==> src/rtl/vga_timing_gen_if.sv <==
// Raster timing bundle: coordinates, blanking flags and sync pulses for one pixel per clock.
interface vga_timing_gen_if;
  logic [10:0] hcount_out;
  logic [9:0]  vcount_out;
  logic        hblnk_out;
  logic        vblnk_out;
  logic        hsync_out;
  logic        vsync_out;
  logic        frame_start_out;

  modport master (
    output hcount_out, vcount_out, hblnk_out, vblnk_out,
           hsync_out, vsync_out, frame_start_out
  );

  modport slave (
    input hcount_out, vcount_out, hblnk_out, vblnk_out,
          hsync_out, vsync_out, frame_start_out
  );
endinterface

==> src/rtl/vga_timing_gen.sv <==
// Free-running raster timing generator. Counters and every flag are registered together from
// the next-state values, so a flag always describes the coordinate shown in the same cycle.
// Syncs are active-high here; polarity inversion is left to the top-level pins.
// H_SYNC and V_SYNC must be non-zero; H_TOTAL <= 2048 and V_TOTAL <= 1024.
module vga_timing_gen #(
  parameter int unsigned H_VISIBLE = 1024,
  parameter int unsigned H_FP      = 24,
  parameter int unsigned H_SYNC    = 136,
  parameter int unsigned H_BP      = 160,
  parameter int unsigned V_VISIBLE = 768,
  parameter int unsigned V_FP      = 3,
  parameter int unsigned V_SYNC    = 6,
  parameter int unsigned V_BP      = 29
) (
  input  logic               clk,
  input  logic               rst,
  vga_timing_gen_if.master   vga
);

  localparam int unsigned HTotal = H_VISIBLE + H_FP + H_SYNC + H_BP;
  localparam int unsigned VTotal = V_VISIBLE + V_FP + V_SYNC + V_BP;

  localparam logic [10:0] HLast = 11'(HTotal - 1);
  localparam logic [9:0]  VLast = 10'(VTotal - 1);

  // Decode bounds one bit wider than the counters so a sync pulse ending exactly at the
  // maximum total (2048 / 1024) does not wrap to zero.
  localparam logic [11:0] HVis       = 12'(H_VISIBLE);
  localparam logic [11:0] HSyncStart = 12'(H_VISIBLE + H_FP);
  localparam logic [11:0] HSyncEnd   = 12'(H_VISIBLE + H_FP + H_SYNC);
  localparam logic [10:0] VVis       = 11'(V_VISIBLE);
  localparam logic [10:0] VSyncStart = 11'(V_VISIBLE + V_FP);
  localparam logic [10:0] VSyncEnd   = 11'(V_VISIBLE + V_FP + V_SYNC);

  logic [10:0] hcount_q, hcount_d;
  logic [9:0]  vcount_q, vcount_d;
  logic        hblnk_q, hblnk_d;
  logic        vblnk_q, vblnk_d;
  logic        hsync_q, hsync_d;
  logic        vsync_q, vsync_d;
  logic        frame_start_q, frame_start_d;
  logic        h_wrap;
  logic [11:0] h_ext;
  logic [10:0] v_ext;

  // Next position and the flags decoded from that next position.
  always_comb begin
    h_wrap   = (hcount_q == HLast);
    hcount_d = h_wrap ? 11'd0 : hcount_q + 11'd1;
    vcount_d = vcount_q;
    if (h_wrap) begin
      vcount_d = (vcount_q == VLast) ? 10'd0 : vcount_q + 10'd1;
    end
    h_ext         = {1'b0, hcount_d};
    v_ext         = {1'b0, vcount_d};
    hblnk_d       = (h_ext >= HVis);
    vblnk_d       = (v_ext >= VVis);
    hsync_d       = (h_ext >= HSyncStart) && (h_ext < HSyncEnd);
    vsync_d       = (v_ext >= VSyncStart) && (v_ext < VSyncEnd);
    frame_start_d = (hcount_d == 11'd0) && (vcount_d == 10'd0);
  end

  // Position and flag registers; reset parks everything at (0,0) with all flags low.
  always_ff @(posedge clk) begin
    if (rst) begin
      hcount_q      <= '0;
      vcount_q      <= '0;
      hblnk_q       <= 1'b0;
      vblnk_q       <= 1'b0;
      hsync_q       <= 1'b0;
      vsync_q       <= 1'b0;
      frame_start_q <= 1'b0;
    end else begin
      hcount_q      <= hcount_d;
      vcount_q      <= vcount_d;
      hblnk_q       <= hblnk_d;
      vblnk_q       <= vblnk_d;
      hsync_q       <= hsync_d;
      vsync_q       <= vsync_d;
      frame_start_q <= frame_start_d;
    end
  end

  // Drive the bundle straight from the registers.
  always_comb begin
    vga.hcount_out      = hcount_q;
    vga.vcount_out      = vcount_q;
    vga.hblnk_out       = hblnk_q;
    vga.vblnk_out       = vblnk_q;
    vga.hsync_out       = hsync_q;
    vga.vsync_out       = vsync_q;
    vga.frame_start_out = frame_start_q;
  end

endmodule
==> src/flat_wrapper.sv <==
// flat-port wrapper written by rule: the top's interface ports become plain ports
module vga_timing_gen_flat 
#(
  parameter int unsigned H_VISIBLE = 1024,
  parameter int unsigned H_FP      = 24,
  parameter int unsigned H_SYNC    = 136,
  parameter int unsigned H_BP      = 160,
  parameter int unsigned V_VISIBLE = 768,
  parameter int unsigned V_FP      = 3,
  parameter int unsigned V_SYNC    = 6,
  parameter int unsigned V_BP      = 29
)
  (clk, rst, vga_hcount_out, vga_vcount_out, vga_hblnk_out, vga_vblnk_out, vga_hsync_out, vga_vsync_out, vga_frame_start_out);
  vga_timing_gen_if vga_i ();
  input  logic clk;
  input  logic rst;
  output wire logic [$bits(vga_i.hcount_out)-1:0] vga_hcount_out;
  output wire logic [$bits(vga_i.vcount_out)-1:0] vga_vcount_out;
  output wire logic [$bits(vga_i.hblnk_out)-1:0] vga_hblnk_out;
  output wire logic [$bits(vga_i.vblnk_out)-1:0] vga_vblnk_out;
  output wire logic [$bits(vga_i.hsync_out)-1:0] vga_hsync_out;
  output wire logic [$bits(vga_i.vsync_out)-1:0] vga_vsync_out;
  output wire logic [$bits(vga_i.frame_start_out)-1:0] vga_frame_start_out;
  assign vga_hcount_out = vga_i.hcount_out;
  assign vga_vcount_out = vga_i.vcount_out;
  assign vga_hblnk_out = vga_i.hblnk_out;
  assign vga_vblnk_out = vga_i.vblnk_out;
  assign vga_hsync_out = vga_i.hsync_out;
  assign vga_vsync_out = vga_i.vsync_out;
  assign vga_frame_start_out = vga_i.frame_start_out;
  vga_timing_gen #(.H_VISIBLE(H_VISIBLE), .H_FP(H_FP), .H_SYNC(H_SYNC), .H_BP(H_BP), .V_VISIBLE(V_VISIBLE), .V_FP(V_FP), .V_SYNC(V_SYNC), .V_BP(V_BP)) u_core (.clk(clk), .rst(rst), .vga(vga_i));
endmodule
==> config.mk <==
export PLATFORM = sky130hd
export DESIGN_NAME = vga_timing_gen_flat
export DESIGN_NICKNAME = d
export VERILOG_FILES = /design/src/rtl/vga_timing_gen_if.sv /design/src/rtl/vga_timing_gen.sv /design/src/flat_wrapper.sv
export SDC_FILE = /design/constraint.sdc
export NUM_CORES = 1
export LEC_CHECK = 0
export ABC_AREA = 1
export CORE_ASPECT_RATIO = 1.75
export CORE_MARGIN = 5
export CORE_UTILIZATION = 47
export CTS_BUF_LIST = sky130_fd_sc_hd__clkbuf_4 sky130_fd_sc_hd__clkbuf_8 sky130_fd_sc_hd__clkbuf_16
export DETAILED_ROUTE_END_ITERATION = 6
export PLACE_DENSITY = 0.71
export RECOVER_POWER = 25
export SETUP_SLACK_MARGIN = 0.1
export SLEW_MARGIN = 0
export SYNTH_ARGS = -nofsm -noshare
export SYNTH_HDL_FRONTEND = slang
export SYNTH_SLANG_ARGS = --single-unit
==> constraint.sdc <==
create_clock -name clk -period 1.7 [get_ports clk]
set_input_delay 0.425 -clock clk [delete_from_list [all_inputs] [get_ports clk]]
set_output_delay 0.425 -clock clk [all_outputs]
set_load 0.02 [all_outputs]
==> results of run 1 <==
[routing by layer]
metal / vias to the layer above / wire [um]
met4: 0 / 236
li1: 901 / -
met1: 809 / 1520
met2: 61 / 2610
met5: - / 0
met3: 20 / 223
[final timing paths]
kind / depth (start not counted) / to
worst min register to register: 2 / u_core.vga.hcount_out[4]
worst max register to register: 11 / u_core.vga.vsync_out
worst min-delay path: 2 / u_core.vga.hcount_out[4]
worst max-delay path: 11 / u_core.vga.vsync_out
[area by class of cell]
cell class | instances | area (um2)
clock buffer | 3 | 41.3
clock inverter | 1 | 30.0
fill | 267 | 786
inverter | 40 | 155
multi-input combinational | 179 | 1060
sequential | 26 | 537
tap | 43 | 53.8
timing repair buffer | 61 | 510
[repair_timing]
action | CTS | global route
setup endpoints to repair | 29 | 9
hold buffers | 0 | 0
setup buffers | 7 | 2
resized for setup | 59 | 24
pin swaps | 14 | 7
[flip-flops by register name (all words and copies together) (netlist names)]
signal,count
u_core.vga.hcount_out,11
u_core.vga.vsync_out,1
u_core.vga.vblnk_out,1
u_core.vga.vcount_out,10
u_core.vga.frame_start_out,1
u_core.vga.hsync_out,1
u_core.vga.hblnk_out,1
[power breakdown]
| group | internal, mW | switching [mW] | leakage [nW] |
|---|---|---|---|
| Combinational | 0.0269 | 0.0388 | 1.03 |
| Sequential | 0.614 | 0.00546 | 0.215 |
| Clock | 0.315 | 0.197 | 0.0357 |
| Total | 0.956 | 0.242 | 1.28 |
[synth_stat cells (all sizes together), types with 2 or more instances]
| cell type | instances |
|---|---|
| o21ai | 6 |
| nor3 | 6 |
| ha | 3 |
| nor2 | 50 |
| nand3b | 2 |
| clkbuf | 2 |
| dfxtp | 26 |
| inv | 39 |
| nand4 | 7 |
| nand3 | 27 |
| a21oi | 2 |
| nand2 | 69 |
[tightest hold or removal path, delay by kind of cell, from the launching register on]
family          cells  cell delay (ns)
flops               1             0.36
simple gates        1             0.09
compound gates      1             0.06
[cells in the final DEF (no fill, tap or decap), types with 2 or more instances in the layout]
master,synthesis,routed
nand2_1,65,56
inv_1,37,35
buf_4,0,32
nor2_1,42,31
dlygate4sd2_1,0,25
nand3_1,24,17
dfxtp_1,26,15
nor2_2,5,12
nand2_2,3,10
dfxtp_2,0,10
nand3_2,2,8
nor2_4,2,6
nand4_1,6,6
inv_2,2,4
nor3_1,6,4
nand2_4,1,3
o21ai_0,6,3
o21ai_1,0,3
clkbuf_8,0,3
nand3_4,1,2
nand3b_1,2,2
nor3_2,0,2
ha_4,0,2
[through the flow]
stage,hold WS [ns],power [mW],setup TNS [ns],std cells
after global placement,0.523,0.702,-0.00671,341
after floorplan,0.498,0.667,0,247
after detailed placement,0.533,0.704,-0.0107,341
after global routing,0.579,1.25,-0.0551,353
final,0.536,1.20,0,353
after CTS,0.523,1.21,0,352
[kinds of logic (layout without fill, tap and decap cells)]
| logic type | after synthesis | in the layout |
|---|---|---|
| compound gates | 12 | 12 |
| xor+xnor | 1 | 1 |
| fa+ha+maj | 3 | 3 |
| buf+inv | 42 | 105 |
| flops | 26 | 26 |
| simple gates | 163 | 163 |
==> impl_results.md, run 1 <==
* Status: finished, final reports clean
* Compound-Gate Fraction of Synth Area at 0.0469
* Synth Area in Adders at 0.0238
* Max FO, Critical Path at 4
* Post-layout worst setup margin at slightly below 0.07 ns
* Synthesized area at ~0.0016 mm2
* DR vias at approximately 1.8k
* Vias in the first global route at between 1.5k and 2k
* DP Worst Slack at -0.0107 ns
* Wirelength per Cell at ~13 um
* Worst r2r src: u_core.vga.hcount_out[1]
* Static Leakage at around 1.3 nW
* Final Hold Vio Count at 0
* Relative slew margins at 0.829
* IO Pins at 28
* Met2 Use GR at 0.415
* Mean Syn Cell Area at ~6.4 um2
* Seq/Total Area, Yosys at 0.331
* M3 GR Usage at 0.0293
* Pwr dens at about 500 mW/mm2
* Busiest layer in global routing: met2
* GPL Wtd Cong at around 0.84
* Post-Synth XOR/XNOR Area at 0.00556
* Top-area cell type share of the netlist area at 0.331
* Post-DRT Antenna Nets at 0
* Placed cell area at between 0.002 and 0.0025 mm2
* Syn_nets at approximately 250
* Most used cell, CP: nor2_2
* Initial DRT Pass Iterations at 4
* Largest net degree at the start of global routing at 23
* Kind of critical path: reg2reg
* Final core utilization at 0.753
* Die area at 0.00465 mm2
* Max Fclk at 613 MHz
* Initial antenna violation count at 0
* WL final at roughly 4600 um
* DRT iter0 DRCs at 74
* Req. time, crit path at 1.88 ns
* Nets at ~320
* HPWL Detailed at ~3400 um
* CTS buffer count at 3
* N_diodes at 0
* R2R Setup Slk at around 0.068 ns
* Global-route wire length before repair at 7910 um
* HP Start: u_core.vga.hcount_out[4]
* Post-Synth Simple-Gate Area at 0.490
* Max-cap violations at 0
* Warning count from the yosys run at 0
* Mux contribution to synthesized area at 0
* CTS clk-pin slew, worst paths at around 0.090 ns
* Core ar. at between 0.003 and 0.004 mm2
* Largest family of logic cells by synthesized area: simple AND/OR/NAND/NOR gates
* Setup-failing EPs final at 0
* Tightest Pin Transition at ~0.26 ns
* Final instance area at 0.00239 mm2
* Top cells by area, synth: dfxtp_1 (33%), nand2_1 (16%), nor2_1 (10%), inv_1 (8.8%), nand3_1 (7.6%)
* Area delta synth->final at 51.8%
* Critical path's largest stage delay at ~0.36 ns
* HP Class: reg2reg
* Worst endpoint data arrival time at roughly 1.8 ns
* Clk_lat worst skew at around 0.27 ns
* Netlist cell types at 29
* Startpoint types: flop
* CP bufs+invs at 1
* Top cell family by delay on the critical path: simple AND/OR/NAND/NOR gates
* Crit end category: flop
* Final Slew Violations at 0
* Share of cells above drive strength 1 at 0.342
* Async set or reset register ratio after synthesis at 0
* CP Cell Sequence: ha_4 -> nand3_4 -> nor2_8 -> buf_6 -> nand3b_1 -> nor2_2 -> nor2_2 -> nand3_1 -> nand2_2 -> nand3_2 -> nor2_1
* CP max-delay cell: dfxtp_2
* Synthesized flop and latch total at 26
* H-tree lvl count at 1
* Post-synth EDFFs at 0
* Clock Path Buffers at 2
* Main synth FF type: dfxtp_1
* CTS tree: built
* Tmin final at around 1.6 ns
* Grt total ovfl at 0
* CTS Root Cell: clkbuf_8
* VDD IR max at between 0.4 and 0.5 mV
* GR Util All Layers at 0.221
* Setup repair after global routing missed its margin: true
* Std cell rows at 27
* Die Y at around 87 um
* Initial Utilization at 0.496
* DRC violation count after routing at 0
* Die width at about 54 um
* Met1 Track Usage GR at 0.221
* Area leader, netlist: dfxtp_1
* Total clock sinks at 26
* Post-Syn Instances at ~250
* Fin crit share at 0.960
* Clk_skew at 0.00208 ns
* Avg Vias per Cell at between 5 and 6
* Worst Setup SP: u_core.vga.hcount_out[1]
* PortBufs at 27
Note: power is estimated with default switching activity, not from simulation.
==> inputs of run 2 (changes only) <==
Settings changed: GPL_ROUTABILITY_DRIVEN set to 0.
==> results of run 2 <==
Final layout, timing and power as in run 1 (identical DEF).
==> inputs of run 3 (changes only) <==
Settings changed: CORE_UTILIZATION 47 to 30, PLACE_DENSITY 0.71 to 0.48.
==> run 3 against run 2 <==
  * Routed wire length rose by 12%
  * Clock-buffer cell count did not move
  * Largest cell class unchanged
  * Sequential cell count unchanged
  * Clock skew rose by 0.0035 ns
  * Final area increased by 9.8%
  * Non-clock buffer count is 21 higher
  * Sequential share of layout area down 1.9 points
  * Core utilization down 24 points
==> impl_results.md, run 3 (synthesis results as in run 1) <==
* Status: finished, final reports clean
* Final Hold Vio Count at 0
* Die Y at between 100 and 150 um
* Pwr dens at 467 mW/mm2
* Setup-failing EPs final at 0
* Largest net degree at the start of global routing at 23
* GR Util All Layers at 0.153
* CTS clk-pin slew, worst paths at approximately 0.10 ns
* Tightest Pin Transition at approximately 0.29 ns
* Critical path's largest stage delay at around 0.37 ns
* PortBufs at 27
* VDD IR max at 0.311 mV
* Most frequent cells in the layout: nand2_1 (54), buf_4 (51), inv_1 (34), nor2_1 (27), dlygate4sd2_1 (25)
* Die area at around 0.0069 mm2
* CTS tree: built
* Max FO, Critical Path at 5
* Busiest layer in global routing: met2
* CP max-delay cell: dfxtp_2
* DR vias at around 1.9k
* Met1 Track Usage GR at 0.154
* Post-DRT Antenna Nets at 0
* CP bufs+invs at 1
* Final Slew Violations at 0
* Wirelength per Cell at around 13 um
* Grt total ovfl at 0
* Std cell rows at 35
* Avg Vias per Cell at about 4.8
* Clk_lat worst skew at between 0.2 and 0.3 ns
* Startpoint types: flop
* Static Leakage at ~1.3 nW
* H-tree lvl count at 1
* Clock Path Buffers at 2
* Setup repair after global routing missed its margin: true
* Kind of critical path: reg2reg
* Initial Utilization at 0.305
* CTS Root Cell: clkbuf_8
* CTS buffer count at 3
* Die width at about 65 um
* IO Pins at 28
* Nets at about 340
* Tmin final at 1.67 ns
* Core ar. at 0.00517 mm2
* Hold_buf cts at 0
* DRC violation count after routing at 0
* Initial antenna violation count at 0
* Max Fclk at roughly 600 MHz
* Fillers at ~540
* DRT iter0 DRCs at 103
* Final core utilization at 0.508
* N_diodes at 0
* Clk_skew at between 0.005 and 0.006 ns
* Initial DRT Pass Iterations at 4
* Commonest non-fill, non-tap cell in the layout: nand2_1
* Crit end category: flop
* CP Cell Sequence: ha_4 -> nand3_4 -> nor2_8 -> buf_12 -> nand2_8 -> nor2_4 -> nand2_1 -> nand3_2 -> nand2_2 -> nor2_4 -> nand3_2 -> nor2_1
* Req. time, crit path at approximately 1.9 ns
* WL final at approximately 5100 um
* Global-route wire length before repair at 8280 um
* Relative slew margins at 0.810
* HP Class: reg2reg
* Met2 Use GR at 0.295
* M3 GR Usage at 0.0171
* Max-cap violations at 0
* Area delta synth->final at 66.8%
* Max reg flops at 11
* Fin crit share at 0.980
* Total clock sinks at 26
* Setup TNS Final at 0 ns
* Vias in the first global route at about 1.9k
* Worst endpoint data arrival time at about 1.9 ns
* HPWL Detailed at roughly 3900 um
* Top cell family by delay on the critical path: simple AND/OR/NAND/NOR gates
* Share of cells above drive strength 1 at 0.417
## run 3: cell count changes in the layout (fill, tap and decap cells not counted), sizes merged
cell           delta
clkdlybuf4s50     +1
buf              +21
dlygate4sd3       -1
## run 3: layout make-up
cell class,instances,area (um2),area share
clock inverters,1,30.0,0.0114
multi-input cells,179,1110,0.425
repair buffers,82,676,0.257
well taps,55,68.8,0.0262
clock buffers,3,41.3,0.0157
flip-flops and latches,26,539,0.205
inverters,40,155,0.0591
## run 3: tightest hold or removal path, delay by kind of cell (launching register included)
kind / cells / cell delay, ns
flops: 1 / 0.37
buf+inv: 1 / 0.15
simple gates: 1 / 0.05
## run 3: power by group
part,switching (mW),internal (mW)
registers,0.00672,0.614
logic,0.0375,0.0288
clock network,0.223,0.316
total,0.268,0.959
## run 3: metal layers
metal | wire, um | share of wire
met5 | 0 | 0
met4 | 161 | 0.031
met3 | 116 | 0.023
met2 | 3000 | 0.58
met1 | 1860 | 0.36
## run 3: path summary, 6_finish.rpt
kind,end,cells past startpoint,slack [ns],start
setup / recovery,u_core.vga.vsync_out,12,0.03,u_core.vga.hcount_out[0]
hold / removal,u_core.vga.hcount_out[0],2,0.59,u_core.vga.hcount_out[0]
setup reg to reg,u_core.vga.vsync_out,12,0.03,u_core.vga.hcount_out[0]
hold reg to reg,u_core.vga.hcount_out[0],2,0.59,u_core.vga.hcount_out[0]
## run 3: through the flow
stage               setup WS (ns)  power (mW)  hold slack (ns)  std cells  cell area, um2
finish                     0.0335        1.23            0.590        386            2630
global route              -0.0820        1.27            0.604        386            2630
CTS                        0.0212        1.24            0.593        379            2410
detailed placement        -0.0415       0.705            0.577        370            2240
global placement          -0.0250       0.704            0.565        370            2240
floorplan                   0.102       0.667            0.498        247            1590
## run 3: repair_timing
item                                    in CTS  in global routing
resized for setup                           57                 43
pin swaps                                    8                 18
buffers inserted                             5                  7
endpoints found under the setup margin      29                 12
